**src/rtl/cpu_pkg.sv**
```systemverilog
// Shared CPU definitions for the MEM stage and its MEM/WB register.
//   DATA_W / REG_W : default datapath and register-index widths
//   mem_state_t    : data-memory access FSM states
//   mem_wb_t       : MEM/WB pipeline bundle handed to the writeback stage
package cpu_pkg;

  localparam int DATA_W = 32;
  localparam int REG_W  = 5;

  typedef enum logic {
    MS_IDLE,
    MS_BUSY
  } mem_state_t;

  typedef struct packed {
    logic              reg_write;
    logic              mem_to_reg;
    logic [DATA_W-1:0] read_data;
    logic [DATA_W-1:0] alu_out;
    logic [REG_W-1:0]  write_reg;
  } mem_wb_t;

endpackage

```
**src/rtl/latch_d.sv**
```systemverilog
// MEM/WB pipeline register.
//   clk    : rising-edge clock
//   rst    : synchronous active-high reset, clears the whole bundle
//   bubble : load a bubble (write/load flags cleared, data fields held)
//   d      : bundle captured when not bubbling
//   q      : registered bundle
module latch_d
  import cpu_pkg::*;
(
  input  logic    clk,
  input  logic    rst,
  input  logic    bubble,
  input  mem_wb_t d,
  output mem_wb_t q
);

  mem_wb_t q_q;
  mem_wb_t q_d;

  always_comb begin
    q_d = d;
    if (bubble) begin
      q_d            = q_q;
      q_d.reg_write  = 1'b0;
      q_d.mem_to_reg = 1'b0;
    end
  end

  always_ff @(posedge clk) begin
    if (rst) q_q <= '0;
    else     q_q <= q_d;
  end

  assign q = q_q;

endmodule

```
**src/rtl/mem_stage.sv**
```systemverilog
// MEM pipeline stage: resolves the branch select and performs the data-memory
// access over a req/ready handshake, stalling upstream until the memory
// answers or MAX_WAIT wait cycles elapse (then the access is aborted and
// BusErrM is set sticky). Results are registered into MEM/WB via latch_d.
//   EX/MEM inputs : RegWriteM, MemtoRegM, MemWriteM, BranchM, ZeroM,
//                   ALUOutM, WriteDataM, WriteRegM, PCBranchM
//   Branch        : PCSrcM, PCBranchOut (combinational, never stalled)
//   Pipeline      : StallM freezes PC, IF/ID, ID/EX and EX/MEM
//   Data memory   : dmem_req, dmem_we, dmem_addr, dmem_wdata, dmem_ready,
//                   dmem_rdata; BusErrM sticky timeout flag
//   MEM/WB        : RegWriteW, MemtoRegW, ReadDataW, ALUOutW, WriteRegW
// Optional: define MEM_ALIGN_CHECK_EN to suppress misaligned accesses
// (ALUOutM[1:0] != 0) and flag them on the sticky AlignErrM output.
module mem_stage
  import cpu_pkg::*;
#(
  parameter int DATA_W   = cpu_pkg::DATA_W,
  parameter int REG_W    = cpu_pkg::REG_W,
  parameter int MAX_WAIT = 16
) (
  input  logic              clk,
  input  logic              rst,
  input  logic              RegWriteM,
  input  logic              MemtoRegM,
  input  logic              MemWriteM,
  input  logic              BranchM,
  input  logic              ZeroM,
  input  logic [DATA_W-1:0] ALUOutM,
  input  logic [DATA_W-1:0] WriteDataM,
  input  logic [REG_W-1:0]  WriteRegM,
  input  logic [DATA_W-1:0] PCBranchM,
  output logic              PCSrcM,
  output logic [DATA_W-1:0] PCBranchOut,
  output logic              StallM,
  output logic              dmem_req,
  output logic              dmem_we,
  output logic [DATA_W-1:0] dmem_addr,
  output logic [DATA_W-1:0] dmem_wdata,
  input  logic              dmem_ready,
  input  logic [DATA_W-1:0] dmem_rdata,
  output logic              BusErrM,
`ifdef MEM_ALIGN_CHECK_EN
  output logic              AlignErrM,
`endif
  output logic              RegWriteW,
  output logic              MemtoRegW,
  output logic [DATA_W-1:0] ReadDataW,
  output logic [DATA_W-1:0] ALUOutW,
  output logic [REG_W-1:0]  WriteRegW
);

  localparam int CNT_W = $clog2(MAX_WAIT + 1);

  mem_state_t       state_q, state_d;
  logic [CNT_W-1:0] cnt_q, cnt_d;
  logic             bus_err_q, bus_err_d;

  logic    memop, misalign, issue, busy, timeout, done, abort;
  mem_wb_t wb_d, wb_q;

`ifdef MEM_ALIGN_CHECK_EN
  logic align_err_q, align_err_d;
  assign misalign  = memop & (ALUOutM[1:0] != 2'b00);
  assign AlignErrM = align_err_q;
`else
  assign misalign = 1'b0;
`endif

  assign PCSrcM      = BranchM & ZeroM;
  assign PCBranchOut = PCBranchM;
  assign dmem_we     = MemWriteM;
  assign dmem_addr   = ALUOutM;
  assign dmem_wdata  = WriteDataM;
  assign BusErrM     = bus_err_q;

  always_comb begin
    memop   = MemtoRegM | MemWriteM;
    issue   = memop & ~misalign;
    busy    = (state_q == MS_BUSY);
    timeout = busy & (cnt_q == CNT_W'(MAX_WAIT));
    // Reset kills an outstanding request in the same cycle.
    dmem_req = ~rst & (busy | issue);
    done     = dmem_req & dmem_ready;
    // A late ready on the final wait cycle still completes normally.
    StallM   = dmem_req & ~dmem_ready & ~timeout;
    abort    = ~rst & timeout & ~dmem_ready;

    state_d   = MS_IDLE;
    cnt_d     = '0;
    bus_err_d = bus_err_q | abort;
    if (StallM) begin
      state_d = MS_BUSY;
      cnt_d   = busy ? cnt_q + 1'b1 : CNT_W'(1);
    end

    wb_d.reg_write  = RegWriteM & ~abort & ~misalign;
    wb_d.mem_to_reg = MemtoRegM;
    wb_d.read_data  = done ? dmem_rdata : '0;
    wb_d.alu_out    = ALUOutM;
    wb_d.write_reg  = WriteRegM;
  end

  always_ff @(posedge clk) begin
    if (rst) begin
      state_q   <= MS_IDLE;
      cnt_q     <= '0;
      bus_err_q <= 1'b0;
    end else begin
      state_q   <= state_d;
      cnt_q     <= cnt_d;
      bus_err_q <= bus_err_d;
    end
  end

`ifdef MEM_ALIGN_CHECK_EN
  assign align_err_d = align_err_q | misalign;

  always_ff @(posedge clk) begin
    if (rst) align_err_q <= 1'b0;
    else     align_err_q <= align_err_d;
  end
`endif

  latch_d u_mem_wb (
    .clk    (clk),
    .rst    (rst),
    .bubble (StallM),
    .d      (wb_d),
    .q      (wb_q)
  );

  assign RegWriteW = wb_q.reg_write;
  assign MemtoRegW = wb_q.mem_to_reg;
  assign ReadDataW = wb_q.read_data;
  assign ALUOutW   = wb_q.alu_out;
  assign WriteRegW = wb_q.write_reg;

endmodule

```
**config.mk**
```make
export PLATFORM = sky130hd
export DESIGN_NAME = mem_stage
export DESIGN_NICKNAME = d
export VERILOG_FILES = /design/src/rtl/cpu_pkg.sv /design/src/rtl/latch_d.sv /design/src/rtl/mem_stage.sv
export SDC_FILE = /design/constraint.sdc
export NUM_CORES = 1
export LEC_CHECK = 0
export ABC_AREA = 1
export BUFFER_PORTS_ARGS = -buffer_cell sky130_fd_sc_hd__buf_2
export CAP_MARGIN = 20
export CORE_MARGIN = 3
export CORE_UTILIZATION = 25
export CTS_CLUSTER_DIAMETER = 200
export DETAILED_ROUTE_END_ITERATION = 6
export PLACE_DENSITY = 0.57
export SYNTH_ARGS = -nofsm -noshare
export SYNTH_HDL_FRONTEND = slang
export SYNTH_SLANG_ARGS = --single-unit
```
**constraint.sdc**
```tcl
create_clock -name clk -period 1.8 [get_ports clk]
set_input_delay 0.09 -clock clk [delete_from_list [all_inputs] [get_ports clk]]
set_output_delay 0.09 -clock clk [all_outputs]
set_load 0.01 [all_outputs]
```
==> impl_metrics.prom <==
# TYPE chip_impl_metric gauge
chip_impl_metric{name="fp.dieW",unit="um"} 126
chip_impl_metric{name="synth_area",unit="um2"} 3570
chip_impl_metric{name="fin_worst_hold_slack",unit="ns"} 0.0336
chip_impl_metric{name="cellPowerDensity",unit="nW/um2"} 880
chip_impl_metric{name="cap_violations",unit=""} 0
chip_impl_metric{name="start_util",unit="%"} 25.6
chip_impl_metric{name="stdcell_area",unit="um2"} 5000
chip_impl_metric{name="ioPinCount",unit=""} 313
chip_impl_metric{name="fillCellCount",unit=""} 1438
chip_impl_metric{name="cellInternalPower",unit="mW"} 3.28
chip_impl_metric{name="final.setup.tns",unit="ns"} 0
chip_impl_metric{name="ctsHtreeMaxLevel",unit=""} 3
chip_impl_metric{name="routed_wire_length_per_instance",unit="um"} 13.6
chip_impl_metric{name="worst_pin_slew",unit="ns"} 0.428
chip_impl_info{name="outcome",value="complete, no violations"} 1
chip_impl_metric{name="number_of_distinct_library_cells_after_synthesis",unit=""} 22
chip_impl_metric{name="viasPerCell",unit=""} 3.98
chip_impl_info{name="yosysTopAreaCell",value="dfxtp_1"} 1
chip_impl_metric{name="report.final.slew_viol_count",unit=""} 0
chip_impl_metric{name="grt_start_max_net_pins",unit=""} 40
chip_impl_metric{name="ys_seq_elements",unit=""} 78
chip_impl_metric{name="detailedRoute.firstPassIterationCount",unit=""} 5
chip_impl_metric{name="syn-mean-instance-area",unit="um2"} 7.72
chip_impl_metric{name="critical-path-max-stage-delay",unit="ns"} 0.54
chip_impl_metric{name="critical_path.n_buffers_inverters",unit=""} 4
chip_impl_info{name="most-common-layout-cells",value="buf_2 (184), nand2_1 (171), dfxtp_1 (78)"} 1
chip_impl_metric{name="report.final.hold_viol_count",unit=""} 0
chip_impl_metric{name="clk_transition_reported_paths",unit="ns"} 0.06
chip_impl_metric{name="final-seq-area",unit="um2"} 1560
chip_impl_metric{name="power_frac_comb",unit="%"} 15.5
chip_impl_metric{name="std_cell_rows",unit=""} 43
chip_impl_info{name="setup_repair_after_global_routing_missed_its_margin",value="no"} 1
chip_impl_info{name="most_common_cell_after_layout_fill_and_taps_aside",value="buf_2"} 1
chip_impl_metric{name="ant_nets",unit=""} 0
chip_impl_metric{name="timing.final.crit_period",unit="ns"} 1.63
chip_impl_metric{name="clock_power_share",unit="%"} 41.6
chip_impl_metric{name="remaining_drc_errors",unit=""} 0
chip_impl_metric{name="num_vias",unit=""} 3226
chip_impl_metric{name="irDropWorstVdd",unit="V"} 0.000554
chip_impl_info{name="worstPathCellList",value="dlygate4sd3_1 -> buf_2 -> nor2_2 -> nand2_2 -> nand2_2 -> nor2_8 -> buf_4 -> buf_2"} 1
chip_impl_metric{name="number_of_antenna_violations_at_the_first_check_in_global_routing",unit=""} 1
chip_impl_metric{name="grt_use_total",unit="%"} 13.8
chip_impl_metric{name="placed_cells_incl_taps",unit=""} 719
chip_impl_info{name="crit_type",value="primary input to output port"} 1
chip_impl_metric{name="totalWireLength",unit="um"} 11000
chip_impl_metric{name="drive_gt1_share",unit="%"} 35.9
chip_impl_metric{name="critical_path_cell_count",unit=""} 8
chip_impl_metric{name="cts-root-to-sink-buffers",unit=""} 2
chip_impl_metric{name="yosys_warnings",unit=""} 0
chip_impl_metric{name="place.detailed.hpwl",unit="um"} 7240
chip_impl_metric{name="clkSinkCount",unit=""} 78
chip_impl_metric{name="cells_after_synth",unit=""} 463
chip_impl_info{name="synthTopCellsByArea",value="dfxtp_1 (44%), buf_4 (21%), nand2_1 (18%), nand3_1 (5.5%), nor2_1 (2.4%)"} 1
chip_impl_info{name="clock_tree.root_cell",value="clkbuf_16"} 1
chip_impl_info{name="critPathCaptureType",value="output port"} 1
chip_impl_metric{name="die-height",unit="um"} 126
chip_impl_metric{name="post_layout_nonfiller_instances",unit=""} 811
chip_impl_info{name="worst_setup_path_start_kind",value="primary input"} 1
chip_impl_metric{name="setup_viol",unit=""} 0
chip_impl_metric{name="io_buffer_count",unit=""} 184
chip_impl_metric{name="clock_latency",unit="ns"} 0.34
chip_impl_metric{name="worst_r2r_path_depth",unit=""} 10
chip_impl_metric{name="tritoncts.num_buffers",unit=""} 9
chip_impl_metric{name="floorplan.die_area",unit="um2"} 15800
chip_impl_metric{name="worst-path-max-fanout",unit=""} 6
chip_impl_metric{name="cp.arrival",unit="ns"} 1.54
chip_impl_metric{name="gr-total-overflow",unit=""} 0
chip_impl_metric{name="multiInputGateArea",unit="um2"} 1090
chip_impl_metric{name="first_global_vias",unit=""} 3139
chip_impl_metric{name="worstHoldPathCells",unit=""} 3
chip_impl_info{name="cts_tree",value="yes"} 1
chip_impl_metric{name="power_switching_share",unit="%"} 25.4
chip_impl_metric{name="static_leakage",unit="nW"} 2.70
chip_impl_metric{name="detailed_place.area",unit="um2"} 3940
chip_impl_metric{name="finalWeightedCongestion",unit=""} 0.742
chip_impl_info{name="timing.hold.worst.class",value="primary input to flip-flop"} 1
chip_impl_metric{name="layout.nets",unit=""} 768
chip_impl_info{name="critical-path-slowest-cell",value="dlygate4sd3_1"} 1
chip_impl_metric{name="synth_top_area_share",unit="%"} 43.7
chip_impl_metric{name="fin_skew",unit="ns"} 0.00470
chip_impl_info{name="top_family_by_delay_on_critical_path",value="buffers and inverters"} 1
chip_impl_metric{name="core_region_area",unit="um2"} 13900
chip_impl_metric{name="synth_nets",unit=""} 606
chip_impl_metric{name="post-route-period-util",unit="%"} 90.4
chip_impl_metric{name="synth-seq-area-share",unit="%"} 43.7
chip_impl_metric{name="syn2layout_area_growth",unit="%"} 40.1
chip_impl_metric{name="grt_first_pass_wirelength",unit="um"} 16800
chip_impl_metric{name="net-switching-power",unit="mW"} 1.12
chip_impl_metric{name="post_cts_resize_count",unit=""} 0
chip_impl_metric{name="drt_first_iter_violations",unit=""} 112
chip_impl_metric{name="fmax",unit="MHz"} 614
chip_impl_metric{name="worst-endpoint-required",unit="ns"} 1.71
chip_impl_metric{name="power_frac_seq",unit="%"} 42.9
chip_impl_metric{name="slew_headroom",unit="%"} 71.4
-- power by group through the flow --
stage,Combinational [mW],Clock [mW],Sequential (mW)
after floorplan,0.407,0,1.97
after global placement,0.545,0,1.92
after detailed placement,0.549,0,1.92
after CTS,0.692,1.90,1.89
after global routing,0.755,1.98,1.90
final,0.683,1.83,1.89
-- metal layers --
metal  vias to the layer above  part of all wire [%]  track usage [%]  wire length, um
met5                         -                     0                0                0
met3                        28                   9.6             5.68             1050
met2                       169                    49             24.0             5380
li1                       1645                     -                -                -
met4                         0                   2.5             5.68              280
met1                      1384                    39             14.7             4300
-- cell type report --
cell class              count  share of cell area (%)
flip-flops and latches     78                    31.2
multi-input cells         250                    21.7
repair buffers            265                    35.0
inverters                  21                    1.58
diodes                      1                  0.0500
clock buffers              10                    4.78
clock inverters             6                    1.23
well taps                 180                    4.50
-- worst min-delay path, delay by kind of cell --
| kind | cells | cell delay (ns) |
|---|---|---|
| and+or+nand+nor | 2 | 0.14 |
| buffers and inverters | 1 | 0.11 |
-- cell families (layout without fill, tap and decap cells) --
| kind of cell | Yosys count | in the layout | synth area share [%] |
|---|---|---|---|
| simple gates | 243 | 243 | 28.4 |
| buf+inv | 135 | 302 | 25.9 |
| flops | 78 | 78 | 43.7 |
| xor+xnor | 3 | 3 | 0.736 |
| fa+ha+maj | 2 | 2 | 0.700 |
| compound gates | 2 | 2 | 0.595 |
| other cells | 0 | 1 | 0 |
-- registers in the layout, summed over array words and instances (netlist names) --
signal / count
u_mem_wb.q: 71
cnt_q: 5
busy: 1
BusErrM: 1
-- Yosys cell counts --
library cell / n
xor2_1: 1
nand2_1: 171
buf_4: 101
nand3_1: 39
buf_2: 7
clkbuf_1: 2
nor2_1: 23
nand2_2: 3
buf_6: 4
dfxtp_1: 78
ha_1: 2
inv_1: 18
nand2_4: 1
nor2_4: 1
a21oi_1: 1
clkinv_1: 1
nand3_2: 1
inv_2: 2
a21oi_4: 1
xnor2_1: 2
nor2_8: 1
nor2_2: 3
-- repair_timing --
| action | in CTS | in global routing |
|---|---|---|
| hold buffers | 68 | 0 |
| buffers inserted | 7 | 0 |
| hold endpoints to repair | 68 | 0 |
| endpoints found under the setup margin | 1 | 0 |
-- stage by stage --
stage,power [mW],util [%],worst slack [ns]
floorplan,2.38,-,0.501
global placement,2.47,28.3,0.278
CTS,4.48,35.9,0.150
detailed placement,2.47,28.3,0.278
global route,4.64,35.9,0.0559
finish,4.40,35.9,0.172
-- path summary, 6_finish.rpt --
kind / start / end / slack [ns]
worst max-delay path: MemtoRegM / StallM / 0.17
worst min register to register: u_mem_wb.q[49] / u_mem_wb.q[49] / 0.44
worst max register to register: cnt_q[0] / u_mem_wb.q[4] / 0.19
worst min-delay path: ALUOutM[9] / u_mem_wb.q[14] / 0.03
Power figures use the tool's default switching activity.
